**config.mk**
```make
export PLATFORM = sky130hd
export DESIGN_NAME = bcd_to_bin_flat
export DESIGN_NICKNAME = d
export VERILOG_FILES = /design/src/rtl/calc_pkg.sv /design/src/rtl/bcd_to_bin_if.sv /design/src/rtl/bcd_nibble_adj.sv /design/src/rtl/bcd_to_bin.sv /design/src/flat_wrapper.sv
export SDC_FILE = /design/constraint.sdc
export NUM_CORES = 1
export LEC_CHECK = 0
export BUFFER_PORTS_ARGS = -buffer_cell sky130_fd_sc_hd__buf_4
export CAP_MARGIN = 20
export CORE_MARGIN = 2
export CORE_UTILIZATION = 35
export CTS_BUF_LIST = sky130_fd_sc_hd__clkbuf_16
export DETAILED_ROUTE_END_ITERATION = 8
export GPL_TIMING_DRIVEN = 1
export PLACE_DENSITY = 0.57
export SYNTH_ARGS = -nofsm -noshare
export SYNTH_HDL_FRONTEND = slang
export SYNTH_HIERARCHICAL = 1
export SYNTH_SLANG_ARGS = --single-unit
```
**constraint.sdc**
```tcl
create_clock -name clk -period 2 [get_ports clk]
set_clock_uncertainty 0.05 [all_clocks]
set_input_delay 0 -clock clk [delete_from_list [all_inputs] [get_ports clk]]
set_output_delay 0 -clock clk [all_outputs]
set_load 0.02 [all_outputs]
```
**src/rtl/calc_pkg.sv**
```systemverilog
// calc_pkg: shared widths, function codes, display glyph nibbles and converter states
package calc_pkg;
  localparam int NUM_W = 14;
  localparam int DIG_W = 4;
  localparam int N_DIG = 4;
  localparam int ITER = 14;
  localparam int SH_W = N_DIG * DIG_W + NUM_W;
  localparam int CNT_W = $clog2(ITER);
  localparam logic [2:0] FN_NUM = 3'b000;
  localparam logic [2:0] FN_A = 3'b001;
  localparam logic [2:0] FN_B = 3'b010;
  localparam logic [2:0] FN_C = 3'b011;
  localparam logic [2:0] FN_D = 3'b100;
  localparam logic [2:0] FN_ERR = 3'b101;
  localparam logic [3:0] GLY_A = 4'hA;
  localparam logic [3:0] GLY_B = 4'hB;
  localparam logic [3:0] GLY_C = 4'hC;
  localparam logic [3:0] GLY_D = 4'hD;
  localparam logic [3:0] GLY_E = 4'hE;
  localparam logic [3:0] GLY_F = 4'hF;
  typedef enum logic [1:0] {IDLE, SHIFT, DONE} state_t;
  // operator and error-word glyphs map to their function code; anything else is a number
  function automatic logic [2:0] glyph_code(input logic [3:0] th, h, t, o);
    return (th != 4'd0) ? FN_NUM :
           (h == GLY_E && t == GLY_F && o == GLY_F) ? FN_ERR :
           (h != 4'd0 || t != 4'd0) ? FN_NUM :
           (o == GLY_A) ? FN_A :
           (o == GLY_B) ? FN_B :
           (o == GLY_C) ? FN_C :
           (o == GLY_D) ? FN_D : FN_NUM;
  endfunction
endpackage

```
**src/rtl/bcd_to_bin_if.sv**
```systemverilog
// bcd_to_bin_if: digit request and result bundle for the BCD-to-binary converter
interface bcd_to_bin_if;
  import calc_pkg::*;
  logic start;
  logic [DIG_W-1:0] thuns;
  logic [DIG_W-1:0] huns;
  logic [DIG_W-1:0] tens;
  logic [DIG_W-1:0] ones;
  logic [NUM_W-1:0] number;
  logic [2:0] func;
  logic busy;
  logic done;
  logic err;
  modport master (output start, thuns, huns, tens, ones, input number, func, busy, done, err);
  modport slave (input start, thuns, huns, tens, ones, output number, func, busy, done, err);
endinterface

```
**src/rtl/bcd_nibble_adj.sv**
```systemverilog
// bcd_nibble_adj: reverse double-dabble correction, subtract 3 from a nibble of 8 or more
module bcd_nibble_adj (
  input logic [3:0] a,
  output logic [3:0] y
);
  assign y = (a >= 4'd8) ? a - 4'd3 : a;
endmodule

```
**src/rtl/bcd_to_bin.sv**
```systemverilog
// bcd_to_bin: iterative 4-digit BCD to 14-bit binary converter with glyph decode (BCD2BIN_ERRCHK_EN enables invalid-digit check)
module bcd_to_bin
  import calc_pkg::*;
(
  input logic clk,
  input logic rst,
  bcd_to_bin_if.slave bus
);
  state_t state, state_n;
  logic [SH_W-1:0] shift, shift_n, sh, adj;
  logic [CNT_W-1:0] cnt, cnt_n;
  logic [NUM_W-1:0] number, number_n;
  logic [2:0] func, func_n, gly;
  logic err, err_n, bad;
  assign sh = shift >> 1;
  assign adj[NUM_W-1:0] = sh[NUM_W-1:0];
  for (genvar i = 0; i < N_DIG; i++) begin : g_adj
    bcd_nibble_adj u_adj (.a(sh[NUM_W+DIG_W*i +: DIG_W]), .y(adj[NUM_W+DIG_W*i +: DIG_W]));
  end
  assign gly = glyph_code(bus.thuns, bus.huns, bus.tens, bus.ones);
`ifdef BCD2BIN_ERRCHK_EN
  assign bad = (bus.thuns > 4'd9) || (bus.huns > 4'd9) || (bus.tens > 4'd9) || (bus.ones > 4'd9);
`else
  assign bad = 1'b0;
`endif
  // state, shift register and result registers
  always_ff @(posedge clk) begin
    if (rst) begin
      state <= IDLE;
      shift <= '0;
      cnt <= '0;
      number <= '0;
      func <= FN_NUM;
      err <= 1'b0;
    end else begin
      state <= state_n;
      shift <= shift_n;
      cnt <= cnt_n;
      number <= number_n;
      func <= func_n;
      err <= err_n;
    end
  end
  // accept/classify in IDLE or DONE, one shift per clock in SHIFT; results only move on entry to DONE
  always_comb begin
    state_n = state;
    shift_n = shift;
    cnt_n = cnt;
    number_n = number;
    func_n = func;
    err_n = err;
    if (state == SHIFT) begin
      shift_n = adj;
      cnt_n = cnt + 1'b1;
      if (cnt == CNT_W'(ITER - 1)) begin
        state_n = DONE;
        number_n = adj[NUM_W-1:0];
        func_n = FN_NUM;
        err_n = 1'b0;
      end
    end else if (bus.start) begin
      if (gly != FN_NUM || bad) begin
        state_n = DONE;
        number_n = '0;
        func_n = gly;
        err_n = bad && gly == FN_NUM;
      end else begin
        state_n = SHIFT;
        shift_n = {bus.thuns, bus.huns, bus.tens, bus.ones, {NUM_W{1'b0}}};
        cnt_n = '0;
      end
    end else if (state == DONE) begin
      state_n = IDLE;
    end
  end
  assign bus.number = number;
  assign bus.func = func;
  assign bus.err = err;
  assign bus.busy = state == SHIFT;
  assign bus.done = state == DONE;
endmodule
```
**src/flat_wrapper.sv**
```systemverilog
// flat-port wrapper written by rule: the top's interface ports become plain ports
module bcd_to_bin_flat import calc_pkg::*;
  (clk, rst, bus_start, bus_thuns, bus_huns, bus_tens, bus_ones, bus_number, bus_func, bus_busy, bus_done, bus_err);
  bcd_to_bin_if bus_i ();
  input logic clk;
  input logic rst;
  input wire logic [$bits(bus_i.start)-1:0] bus_start;
  input wire logic [$bits(bus_i.thuns)-1:0] bus_thuns;
  input wire logic [$bits(bus_i.huns)-1:0] bus_huns;
  input wire logic [$bits(bus_i.tens)-1:0] bus_tens;
  input wire logic [$bits(bus_i.ones)-1:0] bus_ones;
  output wire logic [$bits(bus_i.number)-1:0] bus_number;
  output wire logic [$bits(bus_i.func)-1:0] bus_func;
  output wire logic [$bits(bus_i.busy)-1:0] bus_busy;
  output wire logic [$bits(bus_i.done)-1:0] bus_done;
  output wire logic [$bits(bus_i.err)-1:0] bus_err;
  assign bus_i.start = bus_start;
  assign bus_i.thuns = bus_thuns;
  assign bus_i.huns = bus_huns;
  assign bus_i.tens = bus_tens;
  assign bus_i.ones = bus_ones;
  assign bus_number = bus_i.number;
  assign bus_func = bus_i.func;
  assign bus_busy = bus_i.busy;
  assign bus_done = bus_i.done;
  assign bus_err = bus_i.err;
  bcd_to_bin u_core (.clk(clk), .rst(rst), .bus(bus_i));
endmodule
```
==> flow_summary.yaml, run 1 <==
status:
  outcome: "finished clean"
place:
  postPlaceCellArea_sq_mm: 0.003143
  pre_cts_slack_ns: 0.2331
  io_buffer_count: 37
  dp_hpwl_mm: 4.983
  gp_congestion: 0.8448
die:
  ios: 39
  core_sq_mm: 0.007331
  fp.dieArea_sq_mm: 0.008407
  die_w_um: 91.69
  num_rows: 31
  start_util_pct: 36.71
  die_h_um: 91.69
job:
  drv_cap: 0
timing:
  fmax_mhz: 517.1
  rsz0062_at_grt: "false"
  period_share_pct: 96.70
  tightest_slew_ns: 0.8343
  worst_hold_slack_ns: 0.006186
  final_max_slew_viol_count: 0
  worst_slack_ns: 0.06609
  fin_crit_ns: 1.934
  hold_viol_final: 0
  slew_headroom_pct: 44.17
  finalSetupViolCount: 0
  tns_ns: 0
setup_path:
  cp.required_ns: 2.14
  critPathCapture: "u_core/bus.func[0]"
  start_kind: "primary input"
  end_kind: "flip-flop"
  worst-setup-path-type: "primary input to flip-flop"
  r2r_setup_slack_ns: 0.18
  r2r_cells: 6
  rr_endpoint: "u_core/shift[21]"
  r2r_start: "u_core/state[1]"
  cp-startpoint: "bus_ones[0]"
  cp.arrival_ns: 2.07
  crit_fanout: 7
route:
  drt_iter0_drc: 126
  antenna_left: 0
  drt_wl_total_mm: 6.987
  drc: 0
  via_count: 2502
  wl_per_cell_um: 14.93
  dr.pass1.iters: 4
  via_per_inst: 5.346
finish:
  fillers: 723
  multi_input_area_sq_mm: 0.001544
  nets: 397
  synthToLayoutAreaGrowth_pct: 26.69
  diodes: 0
  drive_gt1_share_pct: 19.51
  finalInstanceArea_sq_mm: 0.003410
  seq_area_sq_mm: 0.001041
clocking:
  cts.path.max_buffers: 2
  cts_sinks: 52
  cts_made_buffers: 5
  htreeDepth: 2
  clk_latency_ns: 0.29
  clk_pin_slew_ns: 0.08
  cts_tree: "yes"
  cts_root_buf: "clkbuf_16"
synthesis:
  synth_cells: 314
  syn_avg_cell_area_sq_um: 8.571
  synth_top_family_by_area: "compound AO/OA/AOI/OAI gates"
  synthArstFlopShare_pct: 0
  synth_commonest_cells: "52 x dfxtp_1, 52 x nand2_1, 31 x a21oi_1, 13 x a22o_1, 13 x o21ai_0"
  synthTopCellsByArea: "dfxtp_1 39%, nand2_1 7.3%, a21oi_1 5.8%"
  synth_compound_area_share_pct: 28.03
  synth_xor_area_share_pct: 2.929
  ys_seq_area_share_pct: 38.68
  synth_flop_cell: "dfxtp_1"
  yosysTopAreaCell: "dfxtp_1"
  ys_warn_count: 6
  synth_mux_area_share_pct: 1.162
  synth-edff-count: 0
  synth_fa_ha_area_share_pct: 4.649
  yosys.area_share.simple_pct: 19.34
  ys_types: 55
  synth_seq_cells: 52
  synth_top_area_share_pct: 38.68
  syn_area_sq_mm: 0.002691
grt:
  antenna_found_initial: 0
  grt_first_pass_wirelength_mm: 11.76
  grt_max_degree: 23
  track_usage_pct: 17.17
  grt_pass1_vias: 2411
  grt.overflow.total: 0
power:
  power.internal_w: 0.001702
  seqPwrFrac_pct: 47.3
  p_comb_share_pct: 14.6
  power_w: 0.002355
  powerDensity_mw_per_mm2: 690.7
  p_clk_share_pct: 38.1
  switching_share_pct: 27.71
  power_switching_w: 0.0006525
  p_leak_nw: 1.344
  ir_drop_uv: 356.3
hold_path:
  hold_path_class: "primary input to flip-flop"
  hp-start: "bus_tens[0]"
through the flow:
| stage | utilization, % | cells |
|---|---|---|
| floorplan | - | 319 |
| global placement | 42.87 | 449 |
| detailed placement | 42.87 | 449 |
| CTS | 46.15 | 466 |
| global route | 46.51 | 468 |
| finish | 46.51 | 468 |
kinds of logic after synthesis:
family          count (synthesis)
compound gates                105
xor+xnor                        9
fa+ha+maj                      10
buf+inv                        31
flops                          52
mux                             3
other cells                     1
simple gates                  103
sequential cells by signal, summed over array words and instances (netlist names):
name	count
u_core/cnt	4
u_core/shift	29
u_core/bus.func	3
u_core/state	2
u_core/bus.number	14
how the worst min path moves through the flow:
stage                       endpoint  slack, ns  depth (start not counted)
floorplan           u_core/shift[14]       0.09                          1
detailed placement  u_core/shift[28]       0.24                          3
finish              u_core/shift[18]      0.006                          3
CTS                 u_core/shift[18]      0.003                          3
global route        u_core/shift[18]      0.003                          3
global placement    u_core/shift[17]       0.22                          2
metal layers:
layer  track usage [%]  wire length, um
met1             23.08             3321
met2             28.00             3250
met3             2.958              312
met4             5.597              104
met5                 0                0
critical path, cell delays in order:
cell           delay, ns
dlygate4sd3_1       0.53
buf_4               0.15
nand2_2             0.09
or4_4               0.58
a21oi_4             0.27
nand2_1             0.12
o41ai_1             0.34
layout make-up:
type                    instances  area share, %
inverters                      12          1.321
repair buffers                 61          14.83
clock buffers                   5          3.670
multi-input cells             236          45.28
well taps                      99          3.633
clock inverters                 3         0.7339
flip-flops and latches         52          30.53
what timing repair did:
action / in CTS / in global routing
setup buffers: 0 / 2
gates resized for setup: 0 / 3
endpoints found under the setup margin: 0 / 18
hold endpoints to repair: 9 / 0
hold buffers: 9 / 0
cells in the final DEF (no fill, tap or decap), types with 2 or more instances in the layout:
master / instances
nand2_1: 52
dfxtp_1: 52
buf_4: 50
a21oi_1: 31
o21ai_0: 13
a22o_1: 13
inv_1: 12
nor2b_1: 10
ha_1: 10
dlygate4sd3_1: 9
nor2_1: 8
o21a_1: 7
conb_1: 6
clkbuf_16: 5
nand2b_1: 5
xor2_1: 5
a31oi_1: 5
a41oi_1: 5
nand3_1: 4
and3_1: 4
a32oi_1: 4
o2bb2ai_1: 4
a2111oi_0: 4
nor3_1: 4
xnor2_1: 4
nand4_1: 3
a221o_1: 3
or3_1: 3
inv_6: 2
mux2i_1: 2
a2111oi_2: 2
a41o_1: 2
buf_12: 2
power by group through the flow:
stage / sequential (W) / combinational, W / clock (W)
6_report: 0.00111 / 0.000343 / 0.000897
5_1_grt: 0.00112 / 0.000384 / 0.000973
4_1_cts: 0.00111 / 0.000338 / 0.000919
3_5_place_dp: 0.00114 / 0.000324 / 0
3_3_place_gp: 0.00114 / 0.000319 / 0
2_1_floorplan: 0.00113 / 0.000212 / 0
No activity file was read; power rests on OpenSTA's default activity.
==> inputs of run 2 (changes only) <==
Settings changed: CELL_PAD_IN_SITES_DETAIL_PLACEMENT from default to 1, CELL_PAD_IN_SITES_GLOBAL_PLACEMENT from default to 1, CORE_ASPECT_RATIO from default to 0.9, PLACE_DENSITY 0.57 to 0.71.
==> run 2 against run 1 <==
  * Combinational power is 2% lower
  * Critical endpoint is now u_core/shift[17]
  * Largest power group unchanged
  * Cell count fell by 1.5%
  * Flip-flop and latch count unchanged
  * Non-clock buffer count fell by 3
  * Sequential power about the same
  * Fmax up 2.8%
  * Highest routed layer unchanged
  * First-iteration DRC count down 38%
  * Utilization fell by 1.2 points
==> flow_summary.yaml, run 2 (synthesized netlist as in run 1, its figures left out) <==
route:
  drc: 0
  antenna_left: 0
  drt_wl_total_mm: 7.664
  via_per_inst: 5.516
  wl_per_cell_um: 16.62
  dr.pass1.iters: 4
  drt_iter0_drc: 78
  via_count: 2543
die:
  die_h_um: 87.19
  fp.dieArea_sq_mm: 0.008408
  core_sq_mm: 0.007507
  die_w_um: 96.44
  num_rows: 30
  ios: 39
  start_util_pct: 35.85
place:
  dp_hpwl_mm: 5.377
  gp_congestion: 0.8039
  io_buffer_count: 37
  pre_cts_slack_ns: 0.2149
finish:
  drive_gt1_share_pct: 18.36
  largest_reg_flops: 29
  synthToLayoutAreaGrowth_pct: 26.31
  top_register: "u_core/shift"
  largestRegisters: "u_core/shift x29, u_core/bus.number x14, u_core/cnt x4"
  mostFrequentLayoutCells: "52 x nand2_1, 52 x dfxtp_1, 48 x buf_4"
  nets: 394
  diodes: 0
timing:
  fmax_mhz: 531.6
  slew_headroom_pct: 32.62
  period_share_pct: 94.06
  fin_crit_ns: 1.881
  rsz0062_at_grt: "false"
  finalSetupViolCount: 0
  worst_slack_ns: 0.1188
  tightest_slew_ns: 1.007
  tns_ns: 0
  hold_viol_final: 0
  final_max_slew_viol_count: 0
setup_path:
  end_kind: "flip-flop"
  crit_chain: "dlygate4sd3_1 > buf_4 > nand2_1 > or4_4 > a21oi_4 > nor3_1 > a221o_1"
  crit_path_top_delay_cell: "or4_4"
  crit_fanout: 5
  worst-setup-path-type: "primary input to flip-flop"
  r2r_start: "u_core/state[0]"
  start_kind: "primary input"
  cp.arrival_ns: 2.01
  critPathBufInv: 2
  cp.required_ns: 2.12
  cp_top_family: "simple AND/OR/NAND/NOR gates"
  cp-startpoint: "bus_huns[3]"
  critical_path.max_stage_delay_ns: 0.58
clocking:
  clk_latency_ns: 0.29
  cts_tree: "yes"
  cts_sinks: 52
  cts_made_buffers: 5
  clk_pin_slew_ns: 0.07
  cts.path.max_buffers: 2
  htreeDepth: 2
  cts_root_buf: "clkbuf_16"
hold_path:
  hold_path_class: "primary input to flip-flop"
  hp-start: "bus_huns[2]"
grt:
  grt_first_pass_wirelength_mm: 12.65
  antenna_found_initial: 0
  grt_max_degree: 23
  track_usage_pct: 19.17
  grt_pass1_vias: 2560
  grt.overflow.total: 0
power:
  ir_drop_uv: 498.5
  power_w: 0.002541
  p_leak_nw: 1.342
  powerDensity_mw_per_mm2: 747.6
status:
  outcome: "finished clean"
job:
  drv_cap: 0
run 2: cell count changes in the layout (fill, tap and decap cells not counted):
cell	delta
buf_12	-1
inv_6	-2
bufinv_16	+2
a2111oi_2	-1
buf_4	-2
a2111oi_0	+1
clkinvlp_4	-1
run 2: worst min-delay path, stage by stage:
cell,delay [ns]
buf_4,0.10
a32oi_1,0.09
o2bb2ai_1,0.15
run 2: power by group:
group          total (W)  internal, W  leakage (nW)  switching [W]
registers        0.00112      0.00107         0.423      0.0000511
logic           0.000335     0.000149         0.830       0.000186
clock network    0.00108     0.000710        0.0899       0.000374
run 2: path summary, 6_finish.rpt:
path                                        endpoint  slack, ns  depth (start not counted)
worst max-delay path                u_core/shift[17]       0.12                          7
worst min-delay path                u_core/shift[24]       0.04                          3
worst max register to register      u_core/shift[21]       0.21                          7
worst min register to register  u_core/bus.number[9]       0.41                          2
run 2: layout make-up:
| class | instances | area, sq um |
|---|---|---|
| Clock inverter | 2 | 60.06 |
| Clock buffer | 5 | 125.1 |
| Sequential cell | 52 | 1041 |
| Inverter | 12 | 45.04 |
| Tap cell | 96 | 120.1 |
| Multi-Input combinational cell | 236 | 1538 |
| Fill cell | 908 | 4108 |
| Timing Repair Buffer | 58 | 470.5 |
run 2: through the flow:
stage               util (%)  area (sq um)  std cells  hold slack [ns]
global route           45.28          3400        461          0.04342
finish                 45.28          3400        461          0.03984
global placement       41.45          3112        444           0.2095
CTS                    45.12          3387        460          0.01813
detailed placement     41.45          3112        444           0.2250
floorplan                  -          2710        319          0.08784
run 2: timing repair:
action / CTS / global route
setup buffers: 0 / 1
gates resized for setup: 0 / 1
endpoints found under the setup margin: 0 / 24
hold endpoints to repair: 10 / 0
hold buffers: 9 / 0
run 2: layer usage:
layer	up-vias	track usage, %	routed length (um)
li1	1230	-	-
met1	1263	26.04	3691
met2	43	31.63	3662
met3	7	4.069	242
met4	0	3.585	67
met5	-	0	0
